### config.mk
export PLATFORM = sky130hd
export DESIGN_NAME = scaled_addr_gen_flat
export DESIGN_NICKNAME = d
export VERILOG_FILES = /design/src/rtl/scaled_addr_gen_if.sv /design/src/rtl/scaled_addr_gen.sv /design/src/flat_wrapper.sv
export SDC_FILE = /design/constraint.sdc
export NUM_CORES = 1
export LEC_CHECK = 0
export ABC_AREA = 1
export CORE_UTILIZATION = 60
export CTS_CLUSTER_SIZE = 24
export DETAILED_ROUTE_END_ITERATION = 6
export PLACE_DENSITY = 0.86
export SLEW_MARGIN = 20
export SYNTH_ARGS = -nofsm -noshare
export SYNTH_HDL_FRONTEND = slang
export SYNTH_SLANG_ARGS = --single-unit
### constraint.sdc
create_clock -name clk -period 6 [get_ports clk]
set_clock_uncertainty 0.2 [all_clocks]
set_input_delay 1.2 -clock clk [delete_from_list [all_inputs] [get_ports clk]]
set_output_delay 1.2 -clock clk [all_outputs]
set_load 0.01 [all_outputs]
### src/rtl/scaled_addr_gen_if.sv
// Handshake bundle between the scale-parameter stage, the address generator and the resize stage.
// Carries the parameter handshake inputs and the address-stream outputs with their status flags.
// The master drives parameters and addr_ready. The slave drives param_ready, the address beat and status.
interface scaled_addr_gen_if #(
    parameter int COORD_BITS = 10,
    parameter int FRAC_BITS  = 16,
    parameter int ADDR_BITS  = 17
);
    logic                            param_valid;
    logic                            param_ready;
    logic [COORD_BITS+FRAC_BITS-1:0] inv_scale;
    logic [COORD_BITS-1:0]           new_width;
    logic [COORD_BITS-1:0]           new_height;
    logic                            addr_valid;
    logic                            addr_ready;
    logic [ADDR_BITS-1:0]            src_addr;
    logic [COORD_BITS-1:0]           dst_x;
    logic [COORD_BITS-1:0]           dst_y;
    logic                            last_pixel;
    logic                            busy;
    logic                            done;

    modport master (
        output param_valid, inv_scale, new_width, new_height, addr_ready,
        input  param_ready, addr_valid, src_addr, dst_x, dst_y, last_pixel, busy, done
    );

    modport slave (
        input  param_valid, inv_scale, new_width, new_height, addr_ready,
        output param_ready, addr_valid, src_addr, dst_x, dst_y, last_pixel, busy, done
    );
endinterface

### src/rtl/scaled_addr_gen.sv
// Nearest-neighbour source address generator: raster-walks a scaled image and emits frame-buffer addresses.
// Latency: accept at T gives the first addr_valid at T+3, one bubble per row, and done one cycle after the final beat.
// Backpressure: the beat is held stable while addr_valid && !addr_ready. Parameters are accepted only while idle.
// Ports: clk, reset (sync, active-high), bus (scaled_addr_gen_if.slave: parameter handshake in, address stream out).
// Build option SCALE_CENTER_SAMPLE_EN: when defined, accumulators start at inv_scale/2 (pixel-centre sampling).
module scaled_addr_gen #(
    parameter int SRC_WIDTH  = 320,
    parameter int SRC_HEIGHT = 240,
    parameter int COORD_BITS = 10,
    parameter int FRAC_BITS  = 16,
    parameter int ADDR_BITS  = 17
) (
    input  logic              clk,
    input  logic              reset,
    scaled_addr_gen_if.slave  bus
);
    localparam int IW = COORD_BITS + FRAC_BITS;
    localparam int AW = COORD_BITS + FRAC_BITS + 1;
    localparam logic [IW-1:0] ONE_I = IW'(1 << FRAC_BITS);

    typedef enum logic [2:0] {S_Idle, S_Load, S_RowCalc, S_Emit, S_Done} state_t;

    state_t                state_q, state_d;
    logic [IW-1:0]         inv_q, inv_d;
    logic [COORD_BITS-1:0] width_q, width_d, height_q, height_d;
    logic [COORD_BITS-1:0] dst_x_q, dst_x_d, dst_y_q, dst_y_d;
    logic [AW-1:0]         x_acc_q, x_acc_d, y_acc_q, y_acc_d;
    logic [ADDR_BITS-1:0]  row_base_q, row_base_d, src_addr_q, src_addr_d;
    logic                  addr_valid_q, addr_valid_d, last_q, last_d;
    logic                  busy_q, busy_d, done_q, done_d, param_ready_q, param_ready_d;

    logic [IW-1:0]         inv_clamp;
    logic [AW-1:0]         acc_init;
    logic                  last_col, last_row;

    // Integer part of an accumulator, clamped to the last valid source index.
    function automatic logic [ADDR_BITS-1:0] coord_of(input logic [AW-1:0] acc, input int lim);
        logic [AW-1:0] whole;
        whole = acc >> FRAC_BITS;
        if (whole > AW'(lim - 1))
            whole = AW'(lim - 1);
        return ADDR_BITS'(whole);
    endfunction

    // Saturating accumulate so extreme scales never wrap back to the top-left.
    function automatic logic [AW-1:0] sat_add(input logic [AW-1:0] a, input logic [IW-1:0] b);
        logic [AW:0] sum;
        sum = {1'b0, a} + (AW+1)'(b);
        return sum[AW] ? '1 : sum[AW-1:0];
    endfunction

    // Below 1.0 the walk would revisit source pixels; upscaling is not supported.
    assign inv_clamp = (inv_q < ONE_I) ? ONE_I : inv_q;

`ifdef SCALE_CENTER_SAMPLE_EN
    assign acc_init = AW'(inv_clamp >> 1);
`else
    assign acc_init = '0;
`endif

    assign last_col = (dst_x_q == width_q  - COORD_BITS'(1));
    assign last_row = (dst_y_q == height_q - COORD_BITS'(1));

    always_comb begin
        state_d    = state_q;
        inv_d      = inv_q;
        width_d    = width_q;
        height_d   = height_q;
        dst_x_d    = dst_x_q;
        dst_y_d    = dst_y_q;
        x_acc_d    = x_acc_q;
        y_acc_d    = y_acc_q;
        row_base_d = row_base_q;

        case (state_q)
            S_Idle: begin
                if (bus.param_valid) begin
                    inv_d    = bus.inv_scale;
                    width_d  = bus.new_width;
                    height_d = bus.new_height;
                    state_d  = S_Load;
                end
            end
            S_Load: begin
                inv_d   = inv_clamp;
                dst_x_d = '0;
                dst_y_d = '0;
                x_acc_d = acc_init;
                y_acc_d = acc_init;
                state_d = (width_q == '0 || height_q == '0) ? S_Done : S_RowCalc;
            end
            S_RowCalc: begin
                row_base_d = coord_of(y_acc_q, SRC_HEIGHT) * ADDR_BITS'(SRC_WIDTH);
                state_d    = S_Emit;
            end
            S_Emit: begin
                if (bus.addr_ready) begin
                    if (last_col) begin
                        dst_x_d = '0;
                        x_acc_d = acc_init;
                        if (last_row) begin
                            state_d = S_Done;
                        end else begin
                            dst_y_d = dst_y_q + COORD_BITS'(1);
                            y_acc_d = sat_add(y_acc_q, inv_q);
                            state_d = S_RowCalc;
                        end
                    end else begin
                        dst_x_d = dst_x_q + COORD_BITS'(1);
                        x_acc_d = sat_add(x_acc_q, inv_q);
                    end
                end
            end
            S_Done:  state_d = S_Idle;
            default: state_d = S_Idle;
        endcase

        // Outputs are registered from next-state values so they line up with state_q.
        src_addr_d    = row_base_d + coord_of(x_acc_d, SRC_WIDTH);
        addr_valid_d  = (state_d == S_Emit);
        last_d        = (state_d == S_Emit) && (dst_x_d == width_d - COORD_BITS'(1))
                        && (dst_y_d == height_d - COORD_BITS'(1));
        busy_d        = (state_d != S_Idle);
        done_d        = (state_d == S_Done);
        param_ready_d = (state_d == S_Idle);
    end

    always_ff @(posedge clk) begin
        if (reset) begin
            state_q       <= S_Idle;
            inv_q         <= '0;
            width_q       <= '0;
            height_q      <= '0;
            dst_x_q       <= '0;
            dst_y_q       <= '0;
            x_acc_q       <= '0;
            y_acc_q       <= '0;
            row_base_q    <= '0;
            src_addr_q    <= '0;
            addr_valid_q  <= 1'b0;
            last_q        <= 1'b0;
            busy_q        <= 1'b0;
            done_q        <= 1'b0;
            param_ready_q <= 1'b1;
        end else begin
            state_q       <= state_d;
            inv_q         <= inv_d;
            width_q       <= width_d;
            height_q      <= height_d;
            dst_x_q       <= dst_x_d;
            dst_y_q       <= dst_y_d;
            x_acc_q       <= x_acc_d;
            y_acc_q       <= y_acc_d;
            row_base_q    <= row_base_d;
            src_addr_q    <= src_addr_d;
            addr_valid_q  <= addr_valid_d;
            last_q        <= last_d;
            busy_q        <= busy_d;
            done_q        <= done_d;
            param_ready_q <= param_ready_d;
        end
    end

    assign bus.param_ready = param_ready_q;
    assign bus.addr_valid  = addr_valid_q;
    assign bus.src_addr    = src_addr_q;
    assign bus.dst_x       = dst_x_q;
    assign bus.dst_y       = dst_y_q;
    assign bus.last_pixel  = last_q;
    assign bus.busy        = busy_q;
    assign bus.done        = done_q;
endmodule

### src/flat_wrapper.sv
// flat-port wrapper written by rule: the top's interface ports become plain ports
module scaled_addr_gen_flat 
#(
    parameter int SRC_WIDTH  = 320,
    parameter int SRC_HEIGHT = 240,
    parameter int COORD_BITS = 10,
    parameter int FRAC_BITS  = 16,
    parameter int ADDR_BITS  = 17
)
  (clk, reset, bus_param_valid, bus_inv_scale, bus_new_width, bus_new_height, bus_addr_ready, bus_param_ready, bus_addr_valid, bus_src_addr, bus_dst_x, bus_dst_y, bus_last_pixel, bus_busy, bus_done);
  scaled_addr_gen_if #(.COORD_BITS(COORD_BITS), .FRAC_BITS(FRAC_BITS), .ADDR_BITS(ADDR_BITS)) bus_i ();
  input  logic clk;
  input  logic reset;
  input wire logic [$bits(bus_i.param_valid)-1:0] bus_param_valid;
  input wire logic [$bits(bus_i.inv_scale)-1:0] bus_inv_scale;
  input wire logic [$bits(bus_i.new_width)-1:0] bus_new_width;
  input wire logic [$bits(bus_i.new_height)-1:0] bus_new_height;
  input wire logic [$bits(bus_i.addr_ready)-1:0] bus_addr_ready;
  output wire logic [$bits(bus_i.param_ready)-1:0] bus_param_ready;
  output wire logic [$bits(bus_i.addr_valid)-1:0] bus_addr_valid;
  output wire logic [$bits(bus_i.src_addr)-1:0] bus_src_addr;
  output wire logic [$bits(bus_i.dst_x)-1:0] bus_dst_x;
  output wire logic [$bits(bus_i.dst_y)-1:0] bus_dst_y;
  output wire logic [$bits(bus_i.last_pixel)-1:0] bus_last_pixel;
  output wire logic [$bits(bus_i.busy)-1:0] bus_busy;
  output wire logic [$bits(bus_i.done)-1:0] bus_done;
  assign bus_i.param_valid = bus_param_valid;
  assign bus_i.inv_scale = bus_inv_scale;
  assign bus_i.new_width = bus_new_width;
  assign bus_i.new_height = bus_new_height;
  assign bus_i.addr_ready = bus_addr_ready;
  assign bus_param_ready = bus_i.param_ready;
  assign bus_addr_valid = bus_i.addr_valid;
  assign bus_src_addr = bus_i.src_addr;
  assign bus_dst_x = bus_i.dst_x;
  assign bus_dst_y = bus_i.dst_y;
  assign bus_last_pixel = bus_i.last_pixel;
  assign bus_busy = bus_i.busy;
  assign bus_done = bus_i.done;
  scaled_addr_gen #(.SRC_WIDTH(SRC_WIDTH), .SRC_HEIGHT(SRC_HEIGHT), .COORD_BITS(COORD_BITS), .FRAC_BITS(FRAC_BITS), .ADDR_BITS(ADDR_BITS)) u_core (.clk(clk), .reset(reset), .bus(bus_i));
endmodule
## Yosys cells after proc, flatten, opt, wreduce, memory -nomap -nowiden

Index checks and enable logic that the tools add are counted.

- Word-level logic and storage cells: 89
- Input port bits: 50
- Bits in read-only memories: 0
- Memories: 0
- Latch bits: 0
- Memory bits (writable): 0
- Register bits after elaboration: 162
- Output and inout bits: 42

- Equal/unequal tests: 14
- Multiplexer cells: 33
- Multipliers: 1
- $add $sub $neg: 9
- Bitwise gates (word level): 0
- Divide/modulo/power cells: 0
- Shift operators: 0
- $lt $le $gt $ge: 3
- Reductions and logical operators: 13

Operator list:

| operator | number |
|---|---|
| two-way mux 27 bit | 7 |
| case mux 27 bit (2 select lines) | 2 |
| two-way mux 10 bit | 9 |
| adder 27 x 26 -> 28 bit | 2 |
| two-way mux 26 bit | 2 |
| case mux 26 bit (2 select lines) | 1 |
| equality test 10 bit | 4 |
| case mux 10 bit (2 select lines) | 2 |
| subtractor 10 x 1 -> 10 bit, second input constant | 4 |
| two-way mux 17 bit | 2 |
| less-than comparator 26 x 17 -> 1 bit, second input constant | 1 |
| two-way mux 11 bit | 2 |
| adder 10 x 1 -> 10 bit, second input constant | 2 |
| zero test 10 bit | 2 |
| adder 17 x 11 -> 17 bit | 1 |
| multiplier 17 x 3 -> 11 bit, second input constant | 1 |
| two-way mux 3 bit | 5 |
| case mux 3 bit (4 select lines) | 1 |
| greater-than comparator 11 x 8 -> 1 bit, second input constant | 1 |
| greater-than comparator 11 x 9 -> 1 bit, second input constant | 1 |
| equality test 3 x 2 -> 1 bit, second input constant | 3 |
| zero test 3 bit | 2 |
| inequality test 2 bit, second input constant | 3 |
| inequality test 2 x 1 -> 1 bit, second input constant | 2 |
| other kinds (9) | 11 |

## Longest topological paths before layout

Gate-level depths: netlist of the first run.

- Word-level depth: 9
- Depth in mapped cells: 34

## Worst setup path before layout of the first run

Ideal clock, no wire load.

- Kind: reg-to-reg
- From: register u_core.inv_q[0]
- To: register u_core.src_addr_q[14] (netlist: u_core.bus.src_addr[14])
- Path slack: 1366 ps
- Buffers on the path: 0
- Data required time: 5744 ps
- Clock period less this slack: 4634 ps
- Setup time: 56 ps
- Stages on the path, launching flop included: 35
- Arrival: 4377 ps
- Cell sequence: dfxtp_1 > ha_1 > inv_1 > fa_1 > nor2_1 > nor3_1 > nor2_1 > nand2_1 > nand2_1 > nand3_1 > nand2_1 > nand2_1 > nand2_1 > nand3_1 > nand2_1 > o21ai_0 > o21ai_1 > nand2_1 > nor2_4 > nand3_1 > ha_1 > fa_1 > nand2_1 > o21ai_0 > a21oi_1 > o21ai_0 > a21oi_1 > o21bai_1 > nand2_1 > inv_1 > or2_2 > nand3_1 > xor2_1 > nand2_1 > inv_1

- Word-level cells in the longest chain between the ends: 8

RTL lines:

| what | line | RTL |
|---|---|---|
| start: declaration | scaled_addr_gen.sv:24 | `logic [IW-1:0] inv_q, inv_d;` |
| start signal: assignment | scaled_addr_gen.sv:147 | `inv_q <= inv_d;` |
| adder 27 x 26 -> 28 bit * | scaled_addr_gen.sv:48 | `sum = {1'b0, a} + (AW+1)'(b);` |
| two-way mux 27 bit * | scaled_addr_gen.sv:49 | `return sum[AW] ? '1 : sum[AW-1:0];` |
| two-way mux 27 bit * | scaled_addr_gen.sv:98 | `if (last_col) begin` |
| two-way mux 27 bit * | scaled_addr_gen.sv:97 | `if (bus.addr_ready) begin` |
| case mux 27 bit (2 select lines) * | scaled_addr_gen.sv:75 | `case (state_q)` |
| greater-than comparator 11 x 9 -> 1 bit | scaled_addr_gen.sv:40 | `if (whole > AW'(lim - 1))` |
| two-way mux 11 bit * | scaled_addr_gen.sv:40 |  |
| adder 17 x 11 -> 17 bit * | scaled_addr_gen.sv:119 | `src_addr_d = row_base_d + coord_of(x_acc_d, SRC_WIDTH);` |
| end signal: assignment | scaled_addr_gen.sv:155 | `src_addr_q <= src_addr_d;` |
| end: declaration | scaled_addr_gen.sv:28 | `logic [ADDR_BITS-1:0] row_base_q, row_base_d, src_addr_q, src_addr_d;` |

Every way passes the cells marked *; elsewhere a longest branch is shown, timed or not. The select of a mux whose other input is x is not followed.
A chain may end at the register's enable or synchronous reset.

## Final worst setup path of the first run

Same ends and word-level chain as after synthesis.

==> Implementation_results.wiki, run 1 <==
{| class="wikitable"
! Metric !! Value
|-
| Slew @ Worst Pin || around 960 ps
|-
| Clock input transition at the sequential cells of the worst setup and hold paths || approximately 70 ps
|-
| Class of the worst hold path || reg -> reg
|-
| Status || finished with violations
|-
| Reg2reg path depth || 34
|-
| Cell with the most instances on the worst path || nand2_1
|-
| Port-buffer cells || 91
|-
| Peak VDD IR || 0.215 mV
|-
| Post-route setup TNS || 0 ps
|-
| Worst Setup End Kind || flip-flop
|-
| Final GP Congestion || roughly 0.98
|-
| Launch point of the worst hold path || u_core.row_base_q[4]$_SDFF_PP0_
|-
| Sum of overflow across all layers after global routing || 0
|-
| Number of fill cells || around 1700
|-
| FF+latch count, synth || 162
|-
| Max-slew violations || 0
|-
| Library cell contributing the largest single delay on the critical path || fa_1
|-
| Level count of the clock H-tree || 4
|-
| Post-cts hold buffer count || 0
|-
| WL final || approximately 32 mm
|-
| Layout cell share with drive strength beyond 1 || 0.0620
|-
| Number of vias per cell after detailed routing || around 5.6
|-
| Count of nets after finishing || about 2000
|-
| Clock tree sinks || 162
|-
| Critical path start-end classification || reg -> reg
|-
| Die height || approximately 140 um
|-
| Unrepaired setup endpoints after global routing || false
|-
| Antenna violations before repair || 0
|-
| Initial DRC count || 727
|-
| Antenna violation net count after detailed routing || 0
|-
| Die W || about 140 um
|-
| Final-report setup violation count || 0
|-
| Endpoint of the worst hold-timing path || u_core.row_base_q[4]$_SDFF_PP0_
|-
| Total CTS buffers || 17
|-
| Critical path arrival || around 5600 ps
|-
| Synth Instances || between 1500 and 2000
|-
| Core utilization of the finished layout || 0.700
|-
| Synthesis Warnings || 0
|-
| Global-route wire length before repair || 53.1 mm
|-
| Vias in the first global route || 11600
|-
| Post-synth top flop || dfxtp_1
|-
| Critical Path RT || 6190 ps
|-
| Startpoint of the worst-slack reg-to-reg timing path || u_core.inv_q[0]$_SDFFE_PP0P_
|-
| Netlist cell types || 56
|-
| Initial cell density of the core || 0.614
|-
| Area of the core region || roughly 0.02 mm2
|-
| Number of iterations in the first detailed-routing pass || 7
|-
| Vias post-DR || approximately 12000
|-
| Period utilisation layout || 0.902
|-
| FMAX || approximately 0.18 GHz
|-
| Average detailed-routed wire length per instance || between 10 and 15 um
|-
| Most common cell after layout, fill and taps aside || nand2_1
|-
| DRC Markers || 1
|-
| Async set-reset flop share out of synthesis || 0
|-
| Area of the die || about 0.020 mm2
|-
| Maximum clock insertion buffer count || 2
|-
| Part of the Yosys area used for sequential elements || 0.272
|-
| Kind of start point of the critical path || flip-flop
|-
| Synthesized area || roughly 0.012 mm2
|-
| Hold path depth || 2
|-
| Power Density || roughly 320 mW/mm2
|-
| Reported max-cap violation count || 0
|-
| Layout Area Growth over Synthesis || 14.1%
|-
| Final critical-path required period || between 5000 and 6000 ps
|-
| Total cell area at the placement stage || 0.0130 mm2
|-
| GR Util All Layers || 0.325
|-
| Postcts setup bufs || 0
|-
| Standard-cell row count || 51
|-
| Worst-case register-to-register setup slack || about 590 ps
|-
| DPL Wire Length || roughly 24 mm
|-
| Violations in the final reports || design-rule violations
|-
| Hold violation total from the final report || 0
|-
| Highest fanout seen on the critical path || 7
|-
| TritonCTS clock tree || done
|-
| Clock latency at the later pin of the worst-skew pair || 440 ps
|-
| Root Buffer || clkbuf_16
|-
| Mean Syn Cell Area || about 6.5 um2
|-
| Largest incremental delay on the critical path || 400 ps
|-
| Resize count post-CTS || 0
|-
| Max-slew headroom || 0.357
|-
| Number of diodes || 0
|-
| Commonest cells after routing, fill and taps aside || 479 x nand2_1, 205 x nor2_1, 188 x inv_1
|-
| Reg2reg end || u_core.bus.src_addr[14]$_SDFF_PP0_
|-
| Maximum number of pins on one net before global-route repair || 91
|-
| Ports placed on the boundary || between 90 and 100
|-
| Crit path launch || u_core.inv_q[0]$_SDFFE_PP0P_
|-
| Leakage component of the power || ~0.0064 uW
|-
| Post-route design area || between 0.01 and 0.015 mm2
|-
| EDFF count, synth || 0
|}
routing by layer:
layer  share of wire  vias up  routed length, um  GRT usage
li1                -     6162                  -          -
met1            0.42     5579              13700      0.388
met4           0.027        0                885      0.133
met2            0.49      416              15900      0.574
met3           0.062       78               2020     0.0547
met5               0        -                  0          0
where the power goes:
group	switching [uW]	total (uW)	internal [uW]
registers	114	1310	1200
logic	1270	1910	642
clock network	498	1140	639
cells in the mapped netlist, types with 4 or more instances:
master	instances	area [um2]
a21o_1	9	67.6
a21oi_1	173	866
a31oi_1	7	43.8
buf_2	12	60.1
clkbuf_1	31	116
dfxtp_1	162	3240
fa_1	4	80.1
ha_1	85	1060
inv_1	188	706
inv_2	8	30.0
nand2_1	479	1800
nand2_2	8	50.1
nand3_1	109	546
nand3_2	9	90.1
nand3b_1	15	113
nand4_1	27	169
nor2_1	205	769
nor2_2	9	56.3
nor2_4	9	101
nor3_1	19	95.1
nor4_1	7	43.8
o21a_1	11	82.6
o21ai_0	85	425
o21ai_1	21	105
o21ai_2	10	87.6
o21bai_1	11	82.6
o31ai_1	6	45.0
or2_2	13	81.3
xnor2_1	26	228
xor2_1	41	359
final cells by class:
cell class,count,area [um2],area share
clock buffers,18,439,0.0322
clock inverters,14,165,0.0121
inverters,197,739,0.0542
multi-input cells,1428,7740,0.568
flip-flops and latches,162,3240,0.238
well taps,265,332,0.0243
repair buffers,99,968,0.0710
worst max path at each step:
stage                                               to
detailed placement  u_core.bus.src_addr[14]$_SDFF_PP0_
finish              u_core.bus.src_addr[14]$_SDFF_PP0_
CTS                 u_core.bus.src_addr[14]$_SDFF_PP0_
global placement    u_core.bus.src_addr[14]$_SDFF_PP0_
floorplan           u_core.bus.src_addr[14]$_SDFF_PP0_
global route        u_core.bus.src_addr[14]$_SDFF_PP0_
registers in the layout, summed over array words and instances, names as in the netlist, 3 cells and up:
name / cells
u_core.bus.dst_y: 10
u_core.height_q: 10
u_core.state_q: 3
u_core.x_acc_q: 27
u_core.row_base_q: 17
u_core.inv_q: 26
u_core.y_acc_q: 27
u_core.bus.src_addr: 17
u_core.bus.dst_x: 10
u_core.width_q: 10
critical path: cells and delay by family (launching register included):
| family | cells | cell delay (ps) |
|---|---|---|
| AND/OR/NAND/NOR | 19 | 2150 |
| flip-flops | 1 | 380 |
| AO/OA/AOI/OAI | 7 | 1070 |
| XOR/XNOR | 1 | 150 |
| buffers and inverters | 3 | 170 |
| adder cells (fa/ha/maj) | 4 | 1210 |
cell families (layout without fill, tap and decap cells):
logic type / after synthesis / count (layout) / share of synthesized area
compound gates: 351 / 351 / 0.166
xor+xnor: 68 / 68 / 0.0505
fa+ha+maj: 89 / 89 / 0.0958
buf+inv: 247 / 328 / 0.0809
flops: 162 / 162 / 0.272
other cells: 1 / 4 / 0.000314
simple gates: 916 / 916 / 0.335
through the flow:
stage / std cells / hold WS (ps) / setup slack, ps / power (uW)
2_1_floorplan: 1837 / 225 / 1370 / 2730
3_3_place_gp: 2151 / 234 / 707 / 3150
3_5_place_dp: 2151 / 243 / 554 / 3200
4_1_cts: 2183 / 252 / 656 / 4340
5_1_grt: 2183 / 274 / 87.0 / 4660
6_report: 2183 / 251 / 587 / 4350
No activity file was read; power rests on OpenSTA's default activity.
==> run 2, diff against run 1 <==
CORE_UTILIZATION = 45   (was 60)
PLACE_DENSITY = 0.68   (was 0.86)
==> run 2 against run 1 <==
  * The run now ends clean
  * Wire length about the same
  * Cell count is 3.3% higher
  * Non-clock buffer count rose by 2
  * Utilization shrank 17 points
  * Setup slack improved by 180 ps
  * Register-to-register slack better by 180 ps
  * Flip-flop and latch count unchanged
  * Fmax is 3.5% higher
  * Worst hold slack got worse by 3.3 ps
  * Design area grew 1.2%
  * Die area grew 33%
  * Critical path type unchanged
  * Critical endpoint unchanged
==> Implementation_results.wiki, run 2 (synthesis gave the netlist of run 1 again) <==
{| class="wikitable"
! Metric !! Value
|-
| Slew @ Worst Pin || 869 ps (-94.8 ps)
|-
| Unrepaired setup endpoints after global routing || false
|-
| Final-report setup violation count || 0 (unchanged)
|-
| Period utilisation layout || 0.872 (-0.0301)
|-
| Most common cell after layout, fill and taps aside || nand2_1
|-
| Leakage component of the power || 0.00642 uW (+0.39%)
|-
| Core utilization of the finished layout || 0.529 (-0.171)
|-
| Critical path arrival || 5420 ps (-180 ps)
|-
| WL final || 32.4 mm (about the same)
|-
| Average detailed-routed wire length per instance || 14.4 um (-3.3%)
|-
| Cell with the most instances on the worst path || nand2_1
|-
| Status || complete, no violations
|-
| DP Cell Count || 2223 (+3.3%)
|-
| DRC Markers || 0 (-1)
|-
| Layout Area Growth over Synthesis || 15.5%
|-
| Vias in the first global route || 11300 (-3.0%)
|-
| Area of the core region || 0.0261 mm2 (+34%)
|-
| Commonest cells after routing, fill and taps aside || 479 x nand2_1, 205 x nor2_1, 188 x inv_1
|-
| Smallest setup slack after layout || 768 ps (+181 ps)
|-
| Kind of start point of the critical path || flip-flop
|-
| Count of nets after finishing || 2046 (+0.098%)
|-
| Reported max-cap violation count || 0 (unchanged)
|-
| Initial cell density of the core || 0.458 (-0.155)
|-
| Number of vias per cell after detailed routing || 5.30 (-5.5%)
|-
| Global-route wire length before repair || 53.5 mm (+0.68%)
|-
| Power Density || 324 mW/mm2 (+1.3%)
|-
| Standard-cell row count || 59 (+16%)
|-
| Sum of overflow across all layers after global routing || 0 (unchanged)
|-
| Max-slew violations || 0 (unchanged)
|-
| Class of the worst hold path || reg -> reg
|-
| TritonCTS clock tree || done
|-
| Total CTS buffers || 17 (unchanged)
|-
| Final critical-path required period || 5230 ps (-181 ps)
|-
| Hold violation total from the final report || 0 (unchanged)
|-
| GR Util All Layers || 0.246 (-0.0791)
|-
| Max-slew headroom || 0.419 (+0.0619)
|-
| Peak VDD IR || 0.191 mV (-11%)
|-
| Postcts setup bufs || 0 (unchanged)
|-
| Level count of the clock H-tree || 4 (unchanged)
|-
| Clock input transition at the sequential cells of the worst setup and hold paths || 70 ps (about the same)
|-
| FMAX || 0.191 GHz (+3.5%)
|-
| Port-buffer cells || 91 (unchanged)
|-
| Critical path start-end classification || reg -> reg
|-
| Clock latency at the later pin of the worst-skew pair || 440 ps (about the same)
|-
| Largest incremental delay on the critical path || 410 ps (about the same)
|-
| Maximum clock insertion buffer count || 2 (unchanged)
|-
| Area of the die || 0.0272 mm2 (+33%)
|-
| Non-Filler Instances || 2255 (+3.3%)
|-
| Initial DRC count || 753 (+3.6%)
|-
| Layout cell share with drive strength beyond 1 || 0.0630 (+0.000977)
|-
| Biggest regs || u_core.x_acc_q: 27 flops, u_core.y_acc_q: 27 flops, u_core.inv_q: 26 flops
|-
| Final GP Congestion || 0.935 (-4.4%)
|-
| Post-cts hold buffer count || 0 (unchanged)
|-
| Highest fanout seen on the critical path || 7 (unchanged)
|-
| Die height || 165 um (+15%)
|-
| Clock tree sinks || 162 (unchanged)
|-
| DPL Wire Length || 24.6 mm (+0.89%)
|-
| Number of diodes || 0 (unchanged)
|-
| Library cell contributing the largest single delay on the critical path || fa_1
|-
| Critical Path RT || 6190 ps (about the same)
|-
| Root Buffer || clkbuf_16
|-
| Number of iterations in the first detailed-routing pass || 6 (-1)
|-
| Pre-CTS setup slack || 397 ps (-157 ps)
|-
| Vias post-DR || 11900 (-2.4%)
|-
| Maximum number of pins on one net before global-route repair || 57 (-37%)
|-
| Post-route setup TNS || 0 ps (unchanged)
|-
| Worst Setup End Kind || flip-flop
|-
| Resize count post-CTS || 0 (unchanged)
|-
| Antenna violation net count after detailed routing || 0 (unchanged)
|-
| Antenna violations before repair || 0 (unchanged)
|-
| Die W || 165 um (+15%)
|-
| Ports placed on the boundary || 92 (unchanged)
|}
-- run 2: changes by cell type in the layout (fill, tap and decap cells not counted), sizes merged --
| cell | delta |
|---|---|
| bufinv | +3 |
| buf | +2 |
| clkinvlp | +3 |
| inv | -6 |
-- run 2: power breakdown --
group	internal, uW	switching, uW
Clock	757	495
Combinational	643	1260
Sequential	1200	116
Total	2600	1870
-- run 2: critical path, delay by kind of cell (launching register included) --
| family | cells | cell delay [ps] |
|---|---|---|
| XOR/XNOR | 1 | 150 |
| AND/OR/NAND/NOR | 19 | 2110 |
| flip-flops | 1 | 370 |
| adder cells (fa/ha/maj) | 4 | 1210 |
| buffers and inverters | 3 | 150 |
| AO/OA/AOI/OAI | 7 | 990 |
-- run 2: path summary, 6_finish.rpt --
| kind | start | endpoint | slack [ps] | cells past startpoint |
|---|---|---|---|---|
| max | u_core.inv_q[0]$_SDFFE_PP0P_ | u_core.bus.src_addr[14]$_SDFF_PP0_ | 770 | 34 |
| min | u_core.row_base_q[5]$_SDFF_PP0_ | u_core.row_base_q[5]$_SDFF_PP0_ | 250 | 2 |
| max reg2reg | u_core.inv_q[0]$_SDFFE_PP0P_ | u_core.bus.src_addr[14]$_SDFF_PP0_ | 770 | 34 |
| min reg2reg | u_core.row_base_q[5]$_SDFF_PP0_ | u_core.row_base_q[5]$_SDFF_PP0_ | 250 | 2 |
-- run 2: final cells by class --
type | count | area (um2)
Timing Repair Buffer | 101 | 983
Sequential cell | 162 | 3240
Multi-Input combinational cell | 1428 | 7740
Clock buffer | 18 | 439
Inverter | 197 | 739
Tap cell | 335 | 419
Clock inverter | 14 | 226
Fill cell | 2652 | 12300
-- run 2: metal layers --
layer | track usage | up-vias | share of wire
li1 | - | 6160 | -
met1 | 0.309 | 5485 | 0.46
met2 | 0.427 | 244 | 0.48
met3 | 0.0342 | 55 | 0.041
met4 | 0.0842 | 0 | 0.022
met5 | 0 | - | 0
-- run 2: through the flow --
stage / cell area (um2) / total power (uW) / hold slack, ps
detailed placement: 13100 / 3220 / 239
global placement: 13100 / 3190 / 235
finish: 13800 / 4460 / 248
floorplan: 12000 / 2730 / 225
CTS: 13800 / 4480 / 249
global route: 13800 / 4790 / 279
